--- config.mk ---
export PLATFORM = sky130hd
export DESIGN_NAME = digit_scan_ctrl
export DESIGN_NICKNAME = d
export VERILOG_FILES = /design/src/rtl/digit_scan_ctrl.sv
export SDC_FILE = /design/constraint.sdc
export NUM_CORES = 1
export LEC_CHECK = 0
export ABC_AREA = 0
export BUFFER_PORTS_ARGS = -buffer_cell sky130_fd_sc_hd__buf_2
export CORE_ASPECT_RATIO = 0.7
export CORE_MARGIN = 3
export CORE_UTILIZATION = 49
export DETAILED_ROUTE_END_ITERATION = 10
export HOLD_SLACK_MARGIN = 0.08
export PLACE_DENSITY_LB_ADDON = 0.12
export RECOVER_POWER = 25
export SLEW_MARGIN = 30
export SYNTH_ARGS = -nofsm -noshare
export SYNTH_HDL_FRONTEND = slang
export SYNTH_SLANG_ARGS = --single-unit
--- constraint.sdc ---
create_clock -name clk -period 2.49 [get_ports clk]
set_clock_uncertainty 0.05 [all_clocks]
set_input_delay 0.1245 -clock clk [delete_from_list [all_inputs] [get_ports clk]]
set_output_delay 0.1245 -clock clk [all_outputs]
set_load 0.1 [all_outputs]
--- src/rtl/digit_scan_ctrl.sv ---
// Four-digit multiplexed display scanner with a double-buffered value register.
// Define LEADING_ZERO_BLANK_EN to suppress leading zero digits (digit 0 always lit).
module digit_scan_ctrl #(
  parameter int unsigned DIV   = 50000,
  parameter int unsigned BLANK = 500
) (
  input  logic        clk,
  input  logic        reset_n,
  input  logic        enable,
  input  logic [15:0] value_in,
  input  logic        load_valid,
  output logic        load_ready,
  output logic [1:0]  digit,
  output logic [3:0]  ct,
  output logic [3:0]  nibble,
  output logic        frame_done
);

  localparam int unsigned CW = $clog2(DIV);
  localparam logic [CW-1:0] LastCnt  = CW'(DIV - 1);
  localparam logic [CW-1:0] BlankCnt = CW'(BLANK);

  typedef enum logic [1:0] {StIdle, StBlank, StDrive} state_e;

  state_e        state_q, state_d;
  logic [CW-1:0] count_q, count_d;
  logic [1:0]    digit_q, digit_d;
  logic [15:0]   active_q, active_d;
  logic [15:0]   pending_q, pending_d;
  logic          pend_q, pend_d;
  logic [3:0]    nibble_q, nibble_d;

  logic frame_end;
  logic transfer;
  logic accept;
  logic drive_en;

  always_ff @(posedge clk or negedge reset_n) begin
    if (!reset_n) begin
      state_q   <= StIdle;
      count_q   <= '0;
      digit_q   <= '0;
      active_q  <= '0;
      pending_q <= '0;
      pend_q    <= 1'b0;
      nibble_q  <= '0;
    end else begin
      state_q   <= state_d;
      count_q   <= count_d;
      digit_q   <= digit_d;
      active_q  <= active_d;
      pending_q <= pending_d;
      pend_q    <= pend_d;
      nibble_q  <= nibble_d;
    end
  end

  always_comb begin
    state_d = state_q;
    count_d = count_q;
    digit_d = digit_q;
    if (!enable) begin
      state_d = StIdle;
      count_d = '0;
      digit_d = '0;
    end else begin
      case (state_q)
        StIdle: begin
          state_d = StBlank;
          count_d = '0;
          digit_d = '0;
        end
        StBlank, StDrive: begin
          if (count_q == LastCnt) begin
            count_d = '0;
            digit_d = digit_q + 2'd1;
          end else begin
            count_d = count_q + 1'b1;
          end
          state_d = (count_d < BlankCnt) ? StBlank : StDrive;
        end
        default: state_d = StIdle;
      endcase
    end
  end

  // The buffer also accepts in the transfer cycle itself: the old pending value moves to
  // active while the offered value takes its place, so load_ready stays low.
  always_comb begin
    frame_end = (state_q == StDrive) && (digit_q == 2'd3) && (count_q == LastCnt);
    transfer  = pend_q && ((state_q == StIdle) || frame_end);
    accept    = load_valid && (!pend_q || transfer);
    active_d  = transfer ? pending_q : active_q;
    pending_d = accept ? value_in : pending_q;
    pend_d    = accept || (pend_q && !transfer);
    nibble_d  = active_d[{digit_d, 2'b00} +: 4];
  end

  always_comb begin
    drive_en = 1'b1;
`ifdef LEADING_ZERO_BLANK_EN
    case (digit_q)
      2'd3:    drive_en = |active_q[15:12];
      2'd2:    drive_en = |active_q[15:8];
      2'd1:    drive_en = |active_q[15:4];
      default: drive_en = 1'b1;
    endcase
`endif
    ct = 4'b1111;
    if (state_q == StDrive && drive_en) begin
      case (digit_q)
        2'd0:    ct = 4'b0111;
        2'd1:    ct = 4'b1011;
        2'd2:    ct = 4'b1101;
        default: ct = 4'b1110;
      endcase
    end
    load_ready = !pend_q;
    digit      = digit_q;
    nibble     = nibble_q;
    frame_done = frame_end;
  end

endmodule

; Yosys cells after proc, flatten, opt, wreduce, memory -nomap -nowiden
; Cells that the tools add are included.
; Widths: inputs -> output; s select.
[totals]
reg_bits = 57
latchBits = 0
ramBits = 0
mem_bits_ro = 0
inputBits = 20
out_inout_bits = 12
memories = 0
[classes]
addsub = 2
multipliers = 0
div = 0
n_lt_le_gt_ge = 1
eq_ne = 7
n_shift = 1
mux = 14
bitwise = 0
reduce_logical = 13
[ops]
columns = cell, n
row1 = $mux 16, 5
row2 = $pmux 16 s2, 1
row3 = $add 16x1->16 const B, 1
row4 = $eq 16x16->1 const B, 1
row5 = $lt 16x9->1 const B, 1
row6 = $shiftx 16x5->4, 1
row7 = $pmux 4 s3, 1
row8 = $mux 2, 4
row9 = $pmux 2 s2, 2
row10 = $eq 2x2->1 const B, 3
row11 = $logic_and 1x1->1, 5
row12 = $eq 2x1->1 const B, 2
row13 = $logic_not 2->1, 2
row14 = $mux 4, 1
row15 = $logic_or 1x1->1, 3
row16 = $ne 3x1->1 const B, 1
row17 = $add 2x1->2 const B, 1
row18 = $logic_not 1->1, 2
row19 = $reduce_or 2->1, 1

; Depth between registers and ports, before layout
; Gate-level depths: netlist (run 1).
[logic_depth]
word_depth = 8
ltp_mapped = 10

; Worst setup path before layout (run 1)
; OpenSTA, ideal clock, no wires.
[synth_timing]
path_kind = flip-flop to flip-flop
start = register digit_q[1] (netlist: digit[1])
end = register pending_q[10]
setup_ps = 125
arrival_time_ps = 3559
t_required_ps = 2315
setup_slack_ps = -1244
path_stages_with_launch = 8
n_path_buf = 1
period_less_slack_ps = 3734
path_cell_list = dfrtp_1 ha_1 nand2_1 nor2_1 or3_1 nand2_1 buf_2 mux2_2
[synth_between]
elab_chain_len = 7
[synth_lines]
columns = element, line
row1 = start: declaration, 27  ; logic [1:0] digit_q, digit_d;
row2 = start signal: assignment, 50  ; digit_q <= digit_d;
row3 = $eq 2x2->1, 90  ; frame_end = (state_q == StDrive) && (digit_q == 2'd3) && (count_q == LastCnt);
row4 = $logic_and 1x1->1 (2 in a row), 90
row5 = via frame_done, 16  ; output logic frame_done
row6 = $logic_or 1x1->1, 91  ; transfer = pend_q && ((state_q == StIdle) || frame_end);
row7 = $logic_and 1x1->1, 91
row8 = $logic_or 1x1->1, 92  ; accept = load_valid && (!pend_q || transfer);
row9 = $logic_and 1x1->1, 92
row10 = end signal: assignment, 52  ; pending_q <= pending_d;
row11 = end: declaration, 29  ; logic [15:0] pending_q, pending_d;
; The timed path passes the listed nets, and every way through them passes these cells.
; A chain may end at the register's enable or synchronous reset.

; Worst setup path in the final report (run 1)
[layout_timing]
start = register count_q[0]
end = register state_q[1]
[layout_between]
elab_chain_len = 8
[layout_lines]
columns = element, line
row1 = start: declaration, 26  ; logic [CW-1:0] count_q, count_d;
row2 = start signal: assignment, 49  ; count_q <= count_d;
row3 = $add 16x1->16 / $eq 16x16->1 (equally long branches), "78, 74"
row4 = $mux 16 *, 74  ; if (count_q == LastCnt) begin
row5 = $mux 16 *, 67  ; case (state_q)
row6 = $mux 16 *, 62  ; if (!enable) begin
row7 = $lt 16x9->1 *, 80  ; state_d = (count_d < BlankCnt) ? StBlank : StDrive;
row8 = $mux 2 *, 80
row9 = $pmux 2 s2 *, 67
row10 = $mux 2 *, 62
row11 = via state_d[1], 25  ; state_e state_q, state_d;
row12 = end signal: assignment, 40  ; state_q <= StIdle;
row13 = end signal: assignment, 48  ; state_q <= state_d;
row14 = end: declaration, 25
; The timed path passes the listed nets; every way through them passes the cells marked *. The select of a mux whose other input is x is not followed.

==> impl_metrics.json, run 1 <==
{
  "fillCellCount": 547,
  "start_kind": "flop",
  "vias_per_cell": 5.99,
  "drive_above_1_share_pct": 23.3,
  "gp_congestion": 0.928,
  "overflow": 0,
  "cts_tree": "done",
  "place_hpwl_um": 6020,
  "crit_type": "reg -> reg",
  "setup_tns_ns": 0,
  "avgSynthCellArea_um2": 9.56,
  "relSlewSlack_pct": -9.94,
  "synth-main-ff-cell": "dfrtp_1",
  "end_kind": "flop",
  "yosysTopAreaCell": "dfrtp_1",
  "avgRoutedWirePerCell_um": 17.2,
  "multi_input_area_um2": 1840,
  "finalSetupViolCount": 0,
  "synth_cell_type_count": 52,
  "antenna_found_initial": 0,
  "num_rows": 24,
  "grt_pass1_vias": 2811,
  "vias": 3068,
  "num_antenna_cells": 0,
  "fmax_mhz": 427,
  "max_cap_violations": 1,
  "timing.final.crit_share_pct": 93.9,
  "numClockSinks": 57,
  "slew_viol_final": 30,
  "cts_buffer_depth": 2,
  "fin_nets": 445,
  "grt_pass1_wl_um": 14600,
  "drc_errors": 0,
  "clkTransAtPathRegs_ns": 0.07,
  "fin_crit_ns": 2.34,
  "synth_compound_area_share_pct": 20.0,
  "core_region_area_um2": 6490,
  "final_antenna_net_count": 0,
  "wl_um": 8820,
  "netlist_top_cells_area": "dfrtp_1 (42%), nand2_1 (5.7%), mux2_2 (5.3%)",
  "outcome": "finished, violations left",
  "grtUsageTotal_pct": 23.0,
  "first_pass_iters": 5,
  "synth.top_cell.area_share_pct": 41.7,
  "synthAdderAreaFrac_pct": 3.29,
  "power_uw": 2960,
  "htreeDepth": 3,
  "synth-simple-area-share_pct": 20.3,
  "worstPathRequired_ns": 2.67,
  "drt-initial-drc-count": 240,
  "cp_data_arrival_time_ns": 2.52,
  "powerDensity_nw_per_um2": 709,
  "dieArea_um2": 8040,
  "yosysSeqAreaShare_pct": 41.7,
  "syn_nets": 387,
  "start_util_pct": 52.7,
  "cts_root_buf": "clkbuf_8",
  "synth_xor_area_share_pct": 0.256,
  "io_buffers": 31,
  "grt_max_degree": 33,
  "holdWs_ns": 0.480,
  "leakage_uw": 0.00179,
  "numCtsBuffers": 9,
  "synth_seq_cells": 57,
  "clkLatencyLatePin_ns": 0.35,
  "mostFrequentLayoutCells": "dfrtp_1 (55), nand2_1 (51), buf_2 (30)",
  "hold_viol_final": 0,
  "die_w_um": 106,
  "syn_to_final_growth_pct": 22.0,
  "min_path_type": "in -> reg",
  "dieHeight_um": 75.9,
  "muxShareOfSynthArea_pct": 9.07,
  "ioPinCount": 32,
  "worstPathMaxFanout": 4,
  "peakVddDrop_uv": 452,
  "worstMarginPinSlew_ns": 1.65,
  "synth_edf_count": 0,
  "final_common_cell": "dfrtp_1",
  "synth_top_family_by_area": "simple AND/OR/NAND/NOR gates",
  "async_flop_share_pct": 100,
  "seq_area_um2": 1430,
  "ys_warn_count": 0,
  "synth_area_um2": 3420,
  "violations": "capacitance limit, slew limit",
  "rsz0062_at_grt": "no",
  "postSynthCellCount": 358
}
[flip-flops by register name (all words and copies together) (netlist names)]
register	cells
nibble	4
digit	2
count_q	16
active_q	16
pend_q	1
pending_q	16
state_q	2
[through the flow]
stage | setup WS, ns | utilization, % | cell area [µm²] | instances
final | 0.151 | 64.3 | 4170 | 512
after CTS | 0.122 | 63.9 | 4150 | 510
after global routing | 0.0186 | 64.3 | 4170 | 512
after floorplan | 0.0124 | - | 3450 | 358
after global placement | 0.162 | 57.9 | 3750 | 475
after detailed placement | 0.141 | 57.9 | 3750 | 475
[repair_timing]
| action | in CTS | in global routing |
|---|---|---|
| buffers inserted | 0 | 2 |
| hold buffers | 19 | 0 |
| gates resized for setup | 0 | 2 |
| hold endpoints to repair | 46 | 0 |
| endpoints found under the setup margin | 0 | 3 |
[cells in the mapped netlist (4+ instances only)]
library cell / instances
o21ai_0: 19
ha_1: 9
a32o_1: 12
dfrtp_1: 57
a21oi_1: 16
mux2i_1: 13
nand3_1: 10
mux2_2: 16
o31ai_1: 8
nor2b_1: 19
clkbuf_1: 15
nor2_1: 16
nand4_1: 8
nand2_1: 52
inv_1: 8
o311ai_0: 15
a222oi_1: 4
buf_2: 5
[power breakdown]
group	switching (µW)	internal [µW]
clock	409	490
sequential	106	1100
combinational	517	338
[routing by layer]
layer  vias up  wire [µm]  GRT usage, %
li1       1459          -             -
met1      1467       4290          35.0
met2       130       3680          31.2
met3        12        723          7.30
met4         0        136          6.21
met5         -          0             0
[path summary, 6_finish.rpt]
check	startpoint	endpoint	slack, ns	depth (start not counted)
max	count_q[0]$_DFFE_PN0P_	state_q[1]$_DFF_PN0_	0.15	7
min reg2reg	pending_q[12]$_DFFE_PN0P_	pending_q[12]$_DFFE_PN0P_	0.50	1
max in group asynchronous	reset_n	digit[0]$_DFF_PN0_	0.54	2
max reg2reg	count_q[0]$_DFFE_PN0P_	state_q[1]$_DFF_PN0_	0.15	7
min	value_in[12]	pending_q[12]$_DFFE_PN0P_	0.48	3
min in group asynchronous	reset_n	active_q[3]$_DFF_PN0_	0.68	2
[worst max-delay path: stages (launching register included)]
cell and delay (ns):
dfrtp_1 0.36, ha_1 0.23, nand3_1 0.20, nor4_4 0.43, o2111ai_1 0.16, a31o_1 0.23
or3_1 0.39, nor3b_1 0.18
[layout make-up]
class	instances	area share (%)
clock buffers	10	3.30
clock inverters	6	1.62
inverters	9	0.810
multi-input cells	263	44.0
flip-flops and latches	57	34.4
well taps	91	2.73
repair buffers	76	13.2
[cells by family after synthesis]
kind of cell / after synthesis
multiplexers: 29
XOR/XNOR: 1
buffers and inverters: 38
adder cells (fa/ha/maj): 9
AND/OR/NAND/NOR: 132
AO/OA/AOI/OAI: 92
flip-flops: 57
Note: power is estimated with default switching activity, not from simulation.
==> run 2: changes to the inputs <==
==> constraint.sdc (replaced) <==
create_clock -name clk -period 2.49 [get_ports clk]
set_clock_uncertainty 0.05 [all_clocks]
set_input_delay 0.1245 -clock clk [delete_from_list [all_inputs] [get_ports clk]]
set_output_delay 0.1245 -clock clk [all_outputs]
set_load 0.02 [all_outputs]
==> run 2 against run 1 <==
Net effect: the run now ends clean; sequential share of layout area up 0.089 points; largest cell class unchanged; count of clock-buffer cells in the layout up 2; cell count down 0.98%.
==> impl_metrics.json, run 2 (synthesis gave the netlist of run 1 again) <==
{
  "outcome": "complete, no violations",
  "max_cap_violations": 0,
  "drive_above_1_share_pct": 20.4,
  "pwr-share-seq_pct": 43.1,
  "end_kind": "flop",
  "timing.final.crit_share_pct": 95.8,
  "worstMarginPinSlew_ns": 1.48,
  "fin_crit_ns": 2.39,
  "place_hpwl_um": 5830,
  "dp.cells": 475,
  "powerDensity_nw_per_um2": 677,
  "vias_per_cell": 6.06,
  "cts_tree": "done",
  "mostFrequentLayoutCells": "dfrtp_1 (57), nand2_1 (52), buf_2 (27)",
  "finalCoreUtilization_pct": 63.8,
  "rsz0062_at_grt": "no",
  "gp_congestion": 0.920,
  "worstPathRequired_ns": 2.65,
  "power.internal_uw": 1970,
  "setup_tns_ns": 0,
  "io_buffers": 31,
  "clkPwrFrac_pct": 31.9,
  "grt_pass1_vias": 2868,
  "hold_viol_final": 0,
  "fin_cells": 507,
  "drc_errors": 0,
  "leakage_uw": 0.00178,
  "switching_share_pct": 29.6,
  "drt-initial-drc-count": 266,
  "final_common_cell": "dfrtp_1",
  "core_region_area_um2": 6490,
  "slew_viol_final": 0,
  "die_w_um": 106,
  "fmax_mhz": 419,
  "antenna_found_initial": 0,
  "relSlewSlack_pct": 1.21,
  "dieHeight_um": 75.9,
  "reg_top3": "active_q x16, count_q x16, pending_q x16",
  "cp_data_arrival_time_ns": 2.54,
  "grt_max_degree": 33,
  "power_uw": 2800,
  "start_kind": "flop",
  "htreeDepth": 3,
  "worstPathMaxFanout": 6,
  "fillCellCount": 561,
  "syn_to_final_growth_pct": 21.0,
  "num_antenna_cells": 0,
  "min_path_type": "in -> reg",
  "ioPinCount": 32,
  "clkLatencyLatePin_ns": 0.34,
  "grt_pass1_wl_um": 14600,
  "seq_area_um2": 1430,
  "first_pass_iters": 6,
  "grtUsageTotal_pct": 22.7,
  "wl_um": 8630,
  "netSwitchingPower_uw": 828,
  "clkTransAtPathRegs_ns": 0.06,
  "numClockSinks": 57,
  "cts_buffer_depth": 2,
  "final_antenna_net_count": 0,
  "avgRoutedWirePerCell_um": 17.0,
  "num_rows": 24,
  "power_frac_comb_pct": 25.0,
  "fin_nets": 442,
  "numCtsBuffers": 9,
  "overflow": 0,
  "crit_type": "reg -> reg",
  "finalSetupViolCount": 0,
  "start_util_pct": 52.7,
  "cts_root_buf": "clkbuf_8",
  "postCtsSetupRepairBufs": 0,
  "vias": 3074,
  "peakVddDrop_uv": 389,
  "dieArea_um2": 8040,
  "multi_input_area_um2": 1820
}
-- run 2: worst paths after layout --
| path | start | to | slack [ns] | cells past startpoint |
|---|---|---|---|---|
| worst max-delay path | count_q[1]$_DFFE_PN0P_ | state_q[1]$_DFF_PN0_ | 0.10 | 7 |
| worst min-delay path | enable | count_q[3]$_DFFE_PN0P_ | 0.12 | 3 |
| worst max register to register | count_q[1]$_DFFE_PN0P_ | state_q[1]$_DFF_PN0_ | 0.10 | 7 |
| worst min register to register | pending_q[6]$_DFFE_PN0P_ | pending_q[6]$_DFFE_PN0P_ | 0.49 | 1 |
| max in group asynchronous | reset_n | count_q[8]$_DFFE_PN0P_ | 0.89 | 2 |
| min in group asynchronous | reset_n | active_q[0]$_DFF_PN0_ | 0.63 | 2 |
-- run 2: final cells by class --
| cell class | instances | area share [%] |
|---|---|---|
| Clock inverter | 2 | 0.907 |
| Inverter | 9 | 0.816 |
| Multi-Input combinational cell | 263 | 43.9 |
| Sequential cell | 57 | 34.5 |
| Timing Repair Buffer | 73 | 13.2 |
| Tap cell | 91 | 2.75 |
| Clock buffer | 12 | 3.99 |
-- run 2: metrics by stage --
stage / setup slack, ns / hold slack, ns / cell area [µm²]
global placement: 0.231 / 0.122 / 3750
floorplan: 0.0653 / -0.221 / 3420
finish: 0.104 / 0.121 / 4140
detailed placement: 0.136 / 0.123 / 3750
global route: 0.00971 / 0.133 / 4140
CTS: 0.121 / 0.103 / 4140
-- run 2: critical path: stages (launching register included) --
cell	delay (ns)
dfrtp_1	0.41
ha_1	0.22
nand3_1	0.16
nor4_4	0.46
o2111ai_1	0.19
a31o_1	0.24
or3_1	0.37
nor3b_1	0.17
-- run 2: power by group through the flow --
stage,combinational (µW),sequential [µW],clock [µW]
final,701,1210,893
after global routing,786,1230,964
after CTS,708,1200,915
after detailed placement,679,1220,0
after global placement,653,1210,0
after floorplan,459,1220,0
-- run 2: metal layers --
metal	vias up	global-route usage, %	part of all wire (%)	routed length (µm)
met5	-	0	0	0
met4	0	6.08	1.1	92
met3	16	6.54	7.0	602
met2	111	30.2	41	3550
met1	1488	35.7	51	4390
li1	1459	-	-	-
-- run 2: timing repair --
item	CTS	global route
endpoints found under the hold margin	42	0
gates resized for setup	0	2
hold buffers	18	0
setup endpoints to repair	0	4
==> run 3: changes to the inputs <==
--- a/config.mk
+++ b/config.mk
@@ -5,7 +5,7 @@
 export SDC_FILE = /design/constraint.sdc
 export NUM_CORES = 1
 export LEC_CHECK = 0
-export ABC_AREA = 0
+export ABC_AREA = 1
 export BUFFER_PORTS_ARGS = -buffer_cell sky130_fd_sc_hd__buf_2
 export CORE_ASPECT_RATIO = 0.7
 export CORE_MARGIN = 3
@@ -14,7 +14,7 @@
 export HOLD_SLACK_MARGIN = 0.08
 export PLACE_DENSITY_LB_ADDON = 0.12
 export RECOVER_POWER = 25
-export SLEW_MARGIN = 30
+export SLEW_MARGIN = 15
 export SYNTH_ARGS = -nofsm -noshare
 export SYNTH_HDL_FRONTEND = slang
 export SYNTH_SLANG_ARGS = --single-unit
==> run 3 against run 2 <==
Net effect: maximum frequency rose by 12%; synthesized cell count rose by 13%; first-iteration DRC count fell by 32%; count of clock-buffer cells in the layout fell by 2; die area fell by 7.6%; sequential cell count did not move; total power fell by 9.7%; setup slack improved by 0.26 ns; clock power fell by 0.7%; core utilization rose by 0.57 points.
==> impl_metrics.json, run 3 <==
{
  "crit_type": "reg -> reg",
  "synth.top_cell.area_share_pct": 45.4,
  "end_kind": "flop",
  "final_common_cell": "nand2_1",
  "ys_top_cells_by_count": "nand2_1 (108), inv_1 (63), nand3_1 (61)",
  "cp_data_arrival_time_ns": 2.36,
  "clkLatencyLatePin_ns": 0.34,
  "relSlewSlack_pct": 20.5,
  "hold_depth": 2,
  "synth_cell_type_count": 31,
  "drc_errors": 0,
  "numClockSinks": 57,
  "syn_nets": 435,
  "antenna_found_initial": 0,
  "min_path_type": "reg -> reg",
  "gp_congestion": 0.886,
  "io_buffers": 31,
  "yosysTopAreaCell": "dfrtp_1",
  "wl_um": 7560,
  "worstPathMaxFanout": 10,
  "leakage_uw": 0.00201,
  "netlist_top_cells_area": "dfrtp_1 (45%), nand2_1 (13%), nand3_1 (9.7%)",
  "powerDensity_nw_per_um2": 660,
  "async_flop_share_pct": 100,
  "yosys.cell_count.top_type": "nand2_1",
  "synth_seq_cells": 57,
  "drive_above_1_share_pct": 16.2,
  "reg_top3": "active_q x16, count_q x16, pending_q x16",
  "cp_top_family": "simple AND/OR/NAND/NOR gates",
  "vias_per_cell": 5.09,
  "dieArea_um2": 7420,
  "die_w_um": 102,
  "cts_tree": "done",
  "yosysSeqAreaShare_pct": 45.4,
  "crit_path_frequent_cell": "nand3_4",
  "grt_max_degree": 48,
  "numCtsBuffers": 9,
  "avgRoutedWirePerCell_um": 13.7,
  "finalSetupViolCount": 0,
  "worst-path-stages": 8,
  "ioPinCount": 32,
  "grt_pass1_vias": 2488,
  "htreeDepth": 3,
  "worstPathRequired_ns": 2.72,
  "drt-initial-drc-count": 181,
  "mostFrequentLayoutCells": "nand2_1 (108), inv_1 (63), nand3_1 (61)",
  "cts_buffer_depth": 2,
  "core_region_area_um2": 5960,
  "synth_area_um2": 3140,
  "path_cells": "ha_1 > nand3_4 > nor2_4 > nand3b_4 > nand3_4 > nand3_1 > dlygate4sd3_1 > nand2_1",
  "worstMarginPinSlew_ns": 1.19,
  "cts_root_buf": "clkbuf_8",
  "fin_nets": 499,
  "r2r_slack_ns": 0.36,
  "start_util_pct": 52.7,
  "max_cap_violations": 0,
  "syn_to_final_growth_pct": 22.2,
  "hold_viol_final": 0,
  "final_antenna_net_count": 0,
  "peakVddDrop_uv": 372,
  "avgSynthCellArea_um2": 7.74,
  "slew_viol_final": 0,
  "setup_tns_ns": 0,
  "crit_buf_inv": 1,
  "clkTransAtPathRegs_ns": 0.07,
  "grt_pass1_wl_um": 12300,
  "fmax_mhz": 471,
  "num_rows": 23,
  "grtUsageTotal_pct": 22.0,
  "slowest_delay_ns": 0.58,
  "vias": 2797,
  "first_pass_iters": 5,
  "postSynthCellCount": 406,
  "finalCoreUtilization_pct": 64.4,
  "start_kind": "flop",
  "place_hpwl_um": 5460,
  "dieHeight_um": 73.0,
  "postCtsSetupRepairBufs": 0,
  "worst_path_max_delay_cell": "dlygate4sd3_1",
  "synth_edf_count": 0,
  "holdWs_ns": 0.419,
  "synth-main-ff-cell": "dfrtp_1",
  "rsz0062_at_grt": "no",
  "outcome": "complete, no violations",
  "ff2ff_path_depth": 8,
  "overflow": 0,
  "fin_crit_ns": 2.13,
  "timing.final.crit_share_pct": 85.4,
  "fillCellCount": 504,
  "ys_warn_count": 0,
  "num_antenna_cells": 0
}
## run 3: cell type report
class                   instances  area, µm²  share of cell area (%)
flip-flops and latches         57       1430                    37.2
multi-input cells             275       1420                    36.9
repair buffers                 62        453                    11.8
inverters                      65        244                    6.36
clock buffers                  10        138                    3.59
well taps                      75       93.8                    2.45
clock inverters                 6       66.3                    1.73
## run 3: cells by family after synthesis
family                   count (synthesis)  synth area share, %
adder cells (fa/ha/maj)                  9                 3.59
AND/OR/NAND/NOR                        233                 35.0
buffers and inverters                   74                 9.52
XOR/XNOR                                 5                 1.39
flip-flops                              57                 45.4
AO/OA/AOI/OAI                           28                 5.10
## run 3: metal layers
| metal | vias to the layer above | part of all wire, % | GRT usage [%] |
|---|---|---|---|
| met2 | 124 | 36 | 27.1 |
| met4 | 0 | 0.89 | 4.87 |
| li1 | 1410 | - | - |
| met3 | 9 | 9.5 | 7.83 |
| met1 | 1254 | 53 | 35.7 |
| met5 | - | 0 | 0 |
## run 3: final timing paths
check                                  startpoint                       end
setup / recovery           count_q[1]$_DFFE_PN0P_  pending_q[1]$_DFFE_PN0P_
hold / removal              active_q[8]$_DFF_PN0_     active_q[8]$_DFF_PN0_
setup reg to reg           count_q[1]$_DFFE_PN0P_  pending_q[1]$_DFFE_PN0P_
hold reg to reg             active_q[8]$_DFF_PN0_     active_q[8]$_DFF_PN0_
max in group asynchronous                 reset_n    active_q[11]$_DFF_PN0_
min in group asynchronous                 reset_n    count_q[5]$_DFFE_PN0P_
## run 3: per-stage QoR
step	instances	setup slack (ns)	instance area (µm²)	total power (µW)
2_1_floorplan	406	0.756	3140	1490
3_3_place_gp	508	0.537	3370	1620
3_5_place_dp	508	0.476	3370	1630
4_1_cts	550	0.393	3840	2550
5_1_grt	550	0.240	3840	2680
6_report	550	0.365	3840	2530
## run 3: worst register-to-register path: cells and delay by family, from the launching register on
family,cells,cell delay (ns)
adder cells (fa/ha/maj),1,0.27
buffers and inverters,1,0.58
flip-flops,1,0.40
AND/OR/NAND/NOR,6,0.78
## run 3: report_power, final
group	internal (µW)	switching (µW)
Sequential	1080	67.3
Clock	490	397
Combinational	186	311
## run 3: repair_timing
item,4_1_cts,5_1_grt
hold buffers,26,0
resized for setup,0,0
hold endpoints to repair,63,0
